File: config.mk
export PLATFORM = sky130hd
export DESIGN_NAME = arith_logic_unit
export DESIGN_NICKNAME = d
export VERILOG_FILES = /design/src/rtl/arith_logic_unit.sv
export SDC_FILE = /design/constraint.sdc
export NUM_CORES = 1
export LEC_CHECK = 0
export ABC_AREA = 1
export BUFFER_PORTS_ARGS = -buffer_cell sky130_fd_sc_hd__buf_4
export CELL_PAD_IN_SITES_DETAIL_PLACEMENT = 2
export CELL_PAD_IN_SITES_GLOBAL_PLACEMENT = 2
export CORE_MARGIN = 5
export CORE_UTILIZATION = 32
export CTS_BUF_LIST = sky130_fd_sc_hd__clkbuf_4 sky130_fd_sc_hd__clkbuf_8
export CTS_CLUSTER_DIAMETER = 150
export CTS_CLUSTER_SIZE = 20
export DETAILED_ROUTE_END_ITERATION = 16
export GPL_TIMING_DRIVEN = 0
export HOLD_SLACK_MARGIN = 0.15
export PLACE_DENSITY_LB_ADDON = 0.1
export SLEW_MARGIN = 25
export SYNTH_ARGS = -nofsm -noshare
export SYNTH_HDL_FRONTEND = slang
export SYNTH_SLANG_ARGS = --single-unit
export TNS_END_PERCENT = 10
File: constraint.sdc
create_clock -name clk -period 6.4 [get_ports clk]
set_clock_uncertainty 0.1 [all_clocks]
set_input_delay 0.96 -clock clk [delete_from_list [all_inputs] [get_ports clk]]
set_output_delay 0.96 -clock clk [all_outputs]
set_load 0.05 [all_outputs]
File: src/rtl/arith_logic_unit.sv
// arith_logic_unit: registered 16-bit execute-stage ALU.
// Operations: signed ADD/SUB with overflow detection, bitwise AND and NOR.
// Result and zr/neg/ov/illegal_op flags appear one clock after issue.
// Optional build macro ALU_SATURATE_EN: when defined, ADD/SUB clamp to
// 0x7FFF / 0x8000 on overflow; when undefined they return the wrapped sum.
module arith_logic_unit (
    input  logic        clk,
    input  logic        rst_n,
    input  logic        in_valid,
    input  logic [2:0]  alu_op,
    input  logic [15:0] src0,
    input  logic [15:0] src1,
    output logic        out_valid,
    output logic [15:0] result,
    output logic        zr,
    output logic        neg,
    output logic        ov,
    output logic        illegal_op
);

    localparam logic [2:0] OP_ADD = 3'd0;
    localparam logic [2:0] OP_SUB = 3'd2;
    localparam logic [2:0] OP_AND = 3'd3;
    localparam logic [2:0] OP_NOR = 3'd4;

    localparam logic [15:0] SAT_POS = 16'h7FFF;
    localparam logic [15:0] SAT_NEG = 16'h8000;

    logic        out_valid_q, out_valid_d;
    logic [15:0] result_q, result_d;
    logic        zr_q, zr_d;
    logic        neg_q, neg_d;
    logic        ov_q, ov_d;
    logic        illegal_op_q, illegal_op_d;

    logic [15:0] sum_raw;
    logic [15:0] diff_raw;
    logic        add_ovf;
    logic        sub_ovf;

    // Raw adder/subtractor and their signed-overflow detection.
    always_comb begin
        sum_raw  = src0 + src1;
        diff_raw = src0 + ~src1 + 16'd1;
        add_ovf  = (src0[15] == src1[15]) && (sum_raw[15] != src0[15]);
        sub_ovf  = (src0[15] != src1[15]) && (diff_raw[15] != src0[15]);
    end

    // Next-state selection: hold everything when idle, else compute the op.
    always_comb begin
        out_valid_d  = 1'b0;
        result_d     = result_q;
        zr_d         = zr_q;
        neg_d        = neg_q;
        ov_d         = ov_q;
        illegal_op_d = illegal_op_q;

        if (in_valid) begin
            out_valid_d  = 1'b1;
            illegal_op_d = 1'b0;
            case (alu_op)
                OP_ADD, OP_SUB: begin
                    ov_d     = (alu_op == OP_ADD) ? add_ovf : sub_ovf;
                    result_d = (alu_op == OP_ADD) ? sum_raw : diff_raw;
`ifdef ALU_SATURATE_EN
                    // On overflow the true result's sign follows src0 for
                    // both ADD and SUB, so src0[15] picks the clamp value.
                    if (ov_d) begin
                        result_d = src0[15] ? SAT_NEG : SAT_POS;
                    end
`endif
                    neg_d = result_d[15];
                    zr_d  = (result_d == 16'h0000);
                end
                OP_AND: begin
                    result_d = src0 & src1;
                    zr_d     = (result_d == 16'h0000);
                    neg_d    = 1'b0;
                    ov_d     = 1'b0;
                end
                OP_NOR: begin
                    result_d = ~(src0 | src1);
                    zr_d     = (result_d == 16'h0000);
                    neg_d    = 1'b0;
                    ov_d     = 1'b0;
                end
                default: begin
                    result_d     = 16'h0000;
                    zr_d         = 1'b0;
                    neg_d        = 1'b0;
                    ov_d         = 1'b0;
                    illegal_op_d = 1'b1;
                end
            endcase
        end
    end

    // Output registers with synchronous active-low reset; reset wins over issue.
    always_ff @(posedge clk) begin
        if (!rst_n) begin
            out_valid_q  <= 1'b0;
            result_q     <= 16'h0000;
            zr_q         <= 1'b0;
            neg_q        <= 1'b0;
            ov_q         <= 1'b0;
            illegal_op_q <= 1'b0;
        end else begin
            out_valid_q  <= out_valid_d;
            result_q     <= result_d;
            zr_q         <= zr_d;
            neg_q        <= neg_d;
            ov_q         <= ov_d;
            illegal_op_q <= illegal_op_d;
        end
    end

    assign out_valid  = out_valid_q;
    assign result     = result_q;
    assign zr         = zr_q;
    assign neg        = neg_q;
    assign ov         = ov_q;
    assign illegal_op = illegal_op_q;

endmodule

* Yosys cells after proc, flatten, opt, wreduce, memory -nomap -nowiden
Index checks and enable logic that the tools add are counted.
** Word-level totals
- Register bits :: 21
- Bits of input ports :: 38
- Output and inout port bits :: 21
- Logic and storage cells :: 36
** Cells by class
- Add/sub/neg operators :: 3
- Equality and inequality tests :: 7
- Multiplexer cells :: 8
- Bitwise operators :: 4
- Reduce and logical (&&, ||, !) cells :: 8
** Operators with widths (count)
- $logic_not 16->1 :: 3
- $pmux 16 s3 :: 1
- $add 16x16->16 :: 2
- $not 16->16 :: 2
- $add 16x1->16 const B :: 1
- $and 16x16->16 :: 1
- $mux 16 :: 1
- $or 16x16->16 :: 1
- $eq 3x2->1 const B :: 2
- $mux 1 :: 5
- $reduce_or 4->1 :: 1
- $eq 3x3->1 const B :: 1
- $logic_not 3->1 :: 1
- $ne 1x1->1 :: 3
- $pmux 1 s3 :: 1
- $logic_and 1x1->1 :: 2
- $reduce_or 2->1 :: 1
- $eq 1x1->1 :: 1

* Longest topological paths before layout
Gate-level depths: netlist of the first run.
- Word-level depth :: 7
- Depth in mapped cells :: 19
- Depth with buffers taken out :: 19

* Least setup slack after synthesis of the first run
Ideal clock, no wire load.
- Kind :: in2reg
- Start point :: input port src0[0]
- End point :: register zr_q, in the netlist zr
- Library setup time :: 0.059 ns
- Arrival :: 2.568 ns
- Required time :: 6.241 ns
- Path slack :: 3.672 ns
- Stages on the path :: 18
- Path buffers :: 0
- Path through :: ha_1 -> inv_1 -> fa_1 -> inv_1 -> nand2_1 -> nand2_1 -> nand3_1 -> nand2_1 -> nand3_1 -> nand3_1 -> nand2_1 -> nand2_1 -> nand3_1 -> nor2_1 -> nand3_1 -> nand2_1 -> nand2_1 -> nand2_1
** Between the ends
- Cells in the longest elaborated chain, start to end :: 5
- Elaborated cells between the ends (all ways) :: 11
- Those cells by class :: add/sub: 3; mux: 2; bitwise: 3; reduce/logical: 3
** Ends and longest elaborated chain
- start, declared :: RTL line 11 : input logic [15:0] src0,
- $add 16x16->16 :: RTL line 44 : diff_raw = src0 + ~src1 + 16'd1;
- $add 16x1->16 :: RTL line 44
- $mux 16 :: RTL line 64 : result_d = (alu_op == OP_ADD) ? sum_raw : diff_raw;
- $logic_not 16->1 :: RTL line 73 : zr_d = (result_d == 16'h0000);
- $pmux 1 s3 (*) :: RTL line 61 : case (alu_op)
- end signal, assigned :: RTL line 110 : zr_q <= zr_d;
- end, declared :: RTL line 31 : logic zr_q, zr_d;
Every way passes the cells marked *; elsewhere a longest branch is shown, timed or not.
A chain may end at the register's enable or synchronous reset.

* Worst setup path after layout of the first run
- Start point :: input port src1[0]
- End point :: register zr_q, in the netlist zr
** Between the ends
- Cells in the longest elaborated chain, start to end :: 6
- Elaborated cells between the ends (all ways) :: 12
- Those cells by class :: add/sub: 3; mux: 2; bitwise: 4; reduce/logical: 3
** Ends and longest elaborated chain
- start, declared :: RTL line 12 : input logic [15:0] src1,
- $not 16->16 :: RTL line 44
- $add 16x16->16 :: RTL line 44
- $add 16x1->16 :: RTL line 44
- $mux 16 :: RTL line 64
- $logic_not 16->1 :: RTL line 73
- $pmux 1 s3 (*) :: RTL line 61
Marked as above.

==> results of run 1 <==
[worst reg2reg max path: cells and delay by family (launching register included)]
kind,cells,cell delay [ns]
buf+inv,1,0.05
simple gates,2,0.15
flops,1,0.32
compound gates,1,0.07
[flip-flops by register name, indices dropped and copies added, names as in the netlist]
signal      cells
result         16
illegal_op      1
neg             1
out_valid       1
ov              1
zr              1
[path summary, 6_finish.rpt]
path / from / endpoint / slack [ns] / cells after the start
max: src1[0] / zr$_SDFFE_PN0P_ / 3.07 / 19
min reg2reg: result[12]$_SDFFE_PN0P_ / result[12]$_SDFFE_PN0P_ / 0.36 / 2
min: result[12]$_SDFFE_PN0P_ / result[12]$_SDFFE_PN0P_ / 0.36 / 2
max reg2reg: illegal_op$_SDFFE_PN0P_ / illegal_op$_SDFFE_PN0P_ / 5.61 / 4
[logic make-up after synthesis]
logic type                 count (synthesis)  share of synthesized area [%]
and+or+nand+nor                          329                          41.25
adders and majority gates                 49                          18.72
buffers and inverters                    122                          14.55
DFF                                       21                          12.53
AOI/OAI and AO/OA                         70                          12.94
[layout make-up]
cell class                      instances  share of cell area (%)
Clock inverter                          1                  0.1249
Timing Repair Buffer                   58                   10.87
Tap cell                              136                   4.247
Buffer                                 12                   1.811
Inverter                              110                   10.37
Sequential cell                        21                   10.49
Multi-Input combinational cell        448                   61.06
Clock buffer                            3                   1.031
[cells in the final DEF, fill, tap and decap left out, types with 2 or more instances in the layout]
cell / instances
a21oi_2: 3
clkbuf_1: 2
ha_1: 47
nand3_1: 46
nand4_1: 15
o21ai_0: 20
o221ai_1: 4
o211ai_1: 5
nor2_1: 58
or2_1: 2
nor4_1: 4
nor3_1: 5
a21oi_1: 20
o21ai_1: 2
buf_6: 2
nand2_1: 190
dfxtp_1: 21
inv_2: 6
fa_1: 2
buf_4: 59
nor2_2: 2
inv_1: 102
a22o_1: 7
buf_2: 7
o21bai_1: 2
clkbuf_8: 3
nand2_2: 5
o22ai_1: 4
[report_power, final]
part / total, µW / leakage (µW) / switching (µW) / internal [µW]
Combinational: 304 / 0.00208 / 207 / 96.9
Clock: 87.0 / 0.0000255 / 43.6 / 43.4
Sequential: 137 / 0.000170 / 2.26 / 135
[metal layers]
layer  track usage [%]  vias to the layer above
met5                 0                        -
li1                  -                     1986
met2             41.88                       83
met3             1.186                       14
met1             27.82                     1958
met4             4.968                        0
[through the flow]
stage                     util (%)  total power [µW]  worst slack [ns]  cell area [µm²]
after global placement       38.53             426.9             2.941             3960
after global routing         38.98             568.7             2.837             4006
after floorplan                  -             331.9             3.672             3354
final                        38.98             527.3             3.074             4006
after detailed placement     38.53             441.6             2.819             3960
after CTS                    38.98             527.3             3.083             4006
==> impl_results.md, run 1 <==
* Met3 wire len at around 520 µm
* Finished Layout Cells at 789
* FMAX at 300.6 MHz
* Layout cells sized above 1 at between 10 and 15%
* Die Ht at 112.4 µm
* Multi-input logic area at about 2400 µm²
* Root buffer cell: clkbuf_8
* Delay-heaviest family, CP: simple AND/OR/NAND/NOR gates
* Detailed-route vias per instance at slightly above 5
* GRT Overall Usage at between 20% and 30%
* Worst vdd rail ir drop at 93.80 µV
* Antenna-violating nets left at 0
* Iter 0 DRT Violations at 184
* Remaining global-route overflow at 0
* Max incr delay on CP at 0.44 ns
* Antenna cells at 0
* DR pass1 iterations at 4
* Routed length on met1 at 6398 µm
* Fin. max-slew vios at 0
* IO buf count at 58
* Final setup viols at 0
* Min Clock Period, post-route at 3.326 ns
* Crit path launch type: input pin
* Worst skew pair latency at 0.26 ns
* Slowest CP cell: fa_1
* Main flop type after synthesis: dfxtp_1
* Initial antenna violation count at 0
* Number of synthesized register bits at 21
* Min-Delay Path Class: flip-flop to flip-flop
* Io pins at 59
* # H-tree levels at 1
* DRC Markers at 0
* Initial Util at 32.64%
* Max FO, Critical Path at 4
* Leading post-synthesis cells by cell area: nand2_1, ha_1, dfxtp_1, inv_1, nand3_1
* Period utilization at between 50% and 60%
* Sink Count at 21
* Hold WS at 0.3572 ns
* Sequential fraction of the synthesis area at 12.53%
* Gate Count Post-Synth at 591
* Max Used Layer: met4
* Total CTS buffers at 3
* Syn avg cell area at 5.676 µm²
* Cts repair resizes at 0
* Number of global-route vias before repair at 4566
* Hold Buf Count CTS at 0
* Power Density at 131.6 nW/µm²
* Post-DP HPWL at around 12000 µm
* Placed insts at 785
* DR WL/cell at 17.95 µm
* Drt total wl at 14160 µm
* First-pass GRT wire length at 22930 µm
* Leakage Power at between 0.002 and 0.0025 µW
* Buf+Inv Stages, Crit Path at 3
* Core area at 10280 µm²
* Fin Setup TNS at 0 ns
* Net Count, Synth at 678
* Arrival time worst endpoint at 3.44 ns
* Filler cell count at 1321
* Synth area leader: nand2_1
* Req. time, crit path at 6.51 ns
* DR vias at a little over 4k
* Reg area at 420.4 µm²
* Area growth syn-to-layout at 19.43%
* Post-CTS setup buffers at 0
* Pin count of the biggest net entering global routing at 13
* Die X at approximately 110 µm
* Outcome: finished, final reports clean
* Worst Max-Slew Pin Slew at 0.6933 ns
* Distinct cells, synth at 34
* Worst setup EP type: flip-flop
* Die footprint at 12630 µm²
* Synth warn at 0
* Final hold viol count at 0
* Ys async rst share at 0%
* Final nets at 741
* Site row count at 37
* Crit Path Class: input pin to flip-flop
* Synth Cell Area at 3354 µm²
* Synth top area share at 21.26%
* Gpl congestion at 0.8477
* Max-cap violations at 0
* Slew HR at between 50 and 60%
* Routed met2 length at 7014 µm
* Most frequent cells after synthesis: nand2_1, inv_1, nor2_1
* Maximum clock insertion buffer count at 2
* Clock transition at the registers of the reported paths at roughly 0.080 ns
* RSZ-0062 raised after global routing: false
* Post-synth EDFFs at 0
* Critical Path, Cell by Cell: buf_4 -> ha_1 -> inv_1 -> fa_1 -> inv_1 -> nand2_1 -> nand2_1 -> nand3_1 -> nand2_1 -> nand3_1 -> nand3_1 -> nand2_1 -> nand2_1 -> nand3_1 -> nor2_1 -> nand3_1 -> nand2_1 -> nand2_1 -> nand2_1
* Top-count cell post-synth: nand2_1
* Most used cell, CP: nand2_1
* CTS tree: done
Power figures use the tool's default switching activity.
==> run 2, diff against run 1 <==
--- a/config.mk
+++ b/config.mk
@@ -10,7 +10,7 @@
 export CELL_PAD_IN_SITES_DETAIL_PLACEMENT = 2
 export CELL_PAD_IN_SITES_GLOBAL_PLACEMENT = 2
 export CORE_MARGIN = 5
-export CORE_UTILIZATION = 32
+export CORE_UTILIZATION = 30
 export CTS_BUF_LIST = sky130_fd_sc_hd__clkbuf_4 sky130_fd_sc_hd__clkbuf_8
 export CTS_CLUSTER_DIAMETER = 150
 export CTS_CLUSTER_SIZE = 20
==> constraint.sdc (replaced) <==
create_clock -name clk -period 3.1 [get_ports clk]
set_clock_uncertainty 0.1 [all_clocks]
set_input_delay 0.465 -clock clk [delete_from_list [all_inputs] [get_ports clk]]
set_output_delay 0.465 -clock clk [all_outputs]
set_load 0.05 [all_outputs]
==> run 2 against run 1 <==
- clock power increased by 110%
- first-iteration DRC count increased by 0.54%
- wire length increased by 2.5%
==> impl_results.md, run 2 (synthesized netlist as in run 1, its figures left out) <==
* Core area at approximately 11000 µm²
* Detailed-route vias per instance at 5.086
* First-pass GRT wire length at 23800 µm
* Pin count of the biggest net entering global routing at 12
* Sink Count at 21
* Initial antenna violation count at 0
* Critical Path, Cell by Cell: buf_4 -> ha_1 -> inv_1 -> fa_1 -> inv_1 -> nand2_1 -> nand2_2 -> nand3_1 -> nand2_1 -> nand3_1 -> nand3_1 -> nand2_1 -> nand2_1 -> nand3_1 -> nor2_1 -> nand3_1 -> nand2_1 -> nand2_1 -> nand2_1
* Min-Delay Path Class: flip-flop to flip-flop
* Antenna-violating nets left at 0
* Req. time, crit path at roughly 3.2 ns
* DR vias at 4033
* Maximum clock insertion buffer count at 2
* Reg2Reg Setup Slack at 2.28 ns
* DR WL/cell at roughly 18 µm
* DRC Markers at 0
* Number of global-route vias before repair at 4501
* Worst vdd rail ir drop at around 190 µV
* Iter 0 DRT Violations at 185
* Die X at 115.7 µm
* Slowest CP cell: fa_1
* CTS tree: done
* Total CTS buffers at 3
* Remaining global-route overflow at 0
* Reg area at roughly 420 µm²
* Slew HR at 49.46%
* Multi-input logic area at approximately 2400 µm²
* Buf+Inv Stages, Crit Path at 3
* IO buf count at 58
* Largest register FFs at 16
* Fin Setup TNS at 0 ns
* GRT Overall Usage at 22.52%
* Period utilization at just under 90%
* Crit Path Class: input pin to flip-flop
* Most used cell, CP: nand2_1
* Final nets at 741
* Leakage Power at 0.002275 µW
* Most frequent cells in the layout: nand2_1, inv_1, buf_4, nor2_1, ha_1
* Initial Util at 30.81%
* Crit path launch type: input pin
* Final hold viol count at 0
* Clock transition at the registers of the reported paths at 0.07 ns
* Site row count at 38
* Layout cells sized above 1 at 14.09%
* Root buffer cell: clkbuf_8
* Delay-heaviest family, CP: simple AND/OR/NAND/NOR gates
* Final setup viols at 0
* DR pass1 iterations at 4
* Outcome: finished, final reports clean
* Area growth syn-to-layout at 19.73%
* Filler cell count at 1413
* Most common cell after layout, fill and taps aside: nand2_1
* Io pins at a little under 60
* Post-DP HPWL at 12840 µm
* Max-cap violations at 0
* Arrival time worst endpoint at ~2.8 ns
* Placed insts at a little under 800
* # H-tree levels at 1
* FMAX at 366.6 MHz
* Power Density at 271.8 nW/µm²
* Slack of the critical path at between 0.3 and 0.4 ns
* Worst skew pair latency at 0.25 ns
* Max incr delay on CP at 0.43 ns
* Gpl congestion at ~0.86
* Drt total wl at 14510 µm
* RSZ-0062 raised after global routing: false
* Fin. max-slew vios at 0
* Worst setup EP type: flip-flop
* Die Ht at ~120 µm
* Max FO, Critical Path at 4
* Die footprint at 13400 µm²
* Finished Layout Cells at between 700 and 800
* Post-CTS setup buffers at 0
* Place WS at 0.03758 ns
* Min Clock Period, post-route at 2.728 ns
* Worst Max-Slew Pin Slew at 0.7523 ns
* Antenna cells at 0
[run 2: changes by cell type in the layout (fill, tap and decap cells not counted), sizes merged]
cell    change
clkbuf      +1
clkinv      -1
[run 2: tightest hold or removal path: cells and delay by family, from the launching register on]
| family | cells | cell delay [ns] |
|---|---|---|
| flops | 1 | 0.32 |
| simple gates | 2 | 0.10 |
[run 2: layer usage]
metal	GRT usage, %	vias to the layer above	wire length (µm)
li1	-	1989	-
met1	28.78	1951	6409
met2	41.78	75	7280
met3	0.8877	18	517
met4	5.336	0	303
met5	0	-	0
[run 2: worst paths after layout]
check,to,depth (start not counted),start
max,zr$_SDFFE_PN0P_,19,src1[0]
max reg2reg,illegal_op$_SDFFE_PN0P_,4,illegal_op$_SDFFE_PN0P_
min,result[10]$_SDFFE_PN0P_,2,result[10]$_SDFFE_PN0P_
min reg2reg,result[10]$_SDFFE_PN0P_,2,result[10]$_SDFFE_PN0P_
[run 2: through the flow]
stage	hold slack, ns	power, µW	util, %	cell area, µm²
2_1_floorplan	0.4907	685.3	-	3354
3_3_place_gp	0.3435	886.1	36.42	3965
3_5_place_dp	0.3565	915.2	36.42	3965
4_1_cts	0.3686	1101	36.87	4014
5_1_grt	0.3836	1183	36.89	4016
6_report	0.3624	1092	36.89	4016
[run 2: cell type report]
type	instances	area share [%]
Buffer	12	1.807
Clock buffer	4	1.215
Inverter	110	10.34
Multi-Input combinational cell	448	60.97
Sequential cell	21	10.47
Tap cell	140	4.361
Timing Repair Buffer	58	10.84
[run 2: what timing repair did]
| item | CTS | global route |
|---|---|---|
| hold endpoints to repair | 0 | 0 |
| hold buffers | 0 | 0 |
| resized for setup | 0 | 1 |
| setup endpoints to repair | 0 | 1 |
[run 2: power breakdown]
| part | total (µW) | switching (µW) | internal (µW) |
|---|---|---|---|
| Sequential | 282 | 4.59 | 278 |
| Clock | 182 | 81.8 | 100 |
| Combinational | 627 | 427 | 201 |
| Total | 1090 | 513 | 579 |
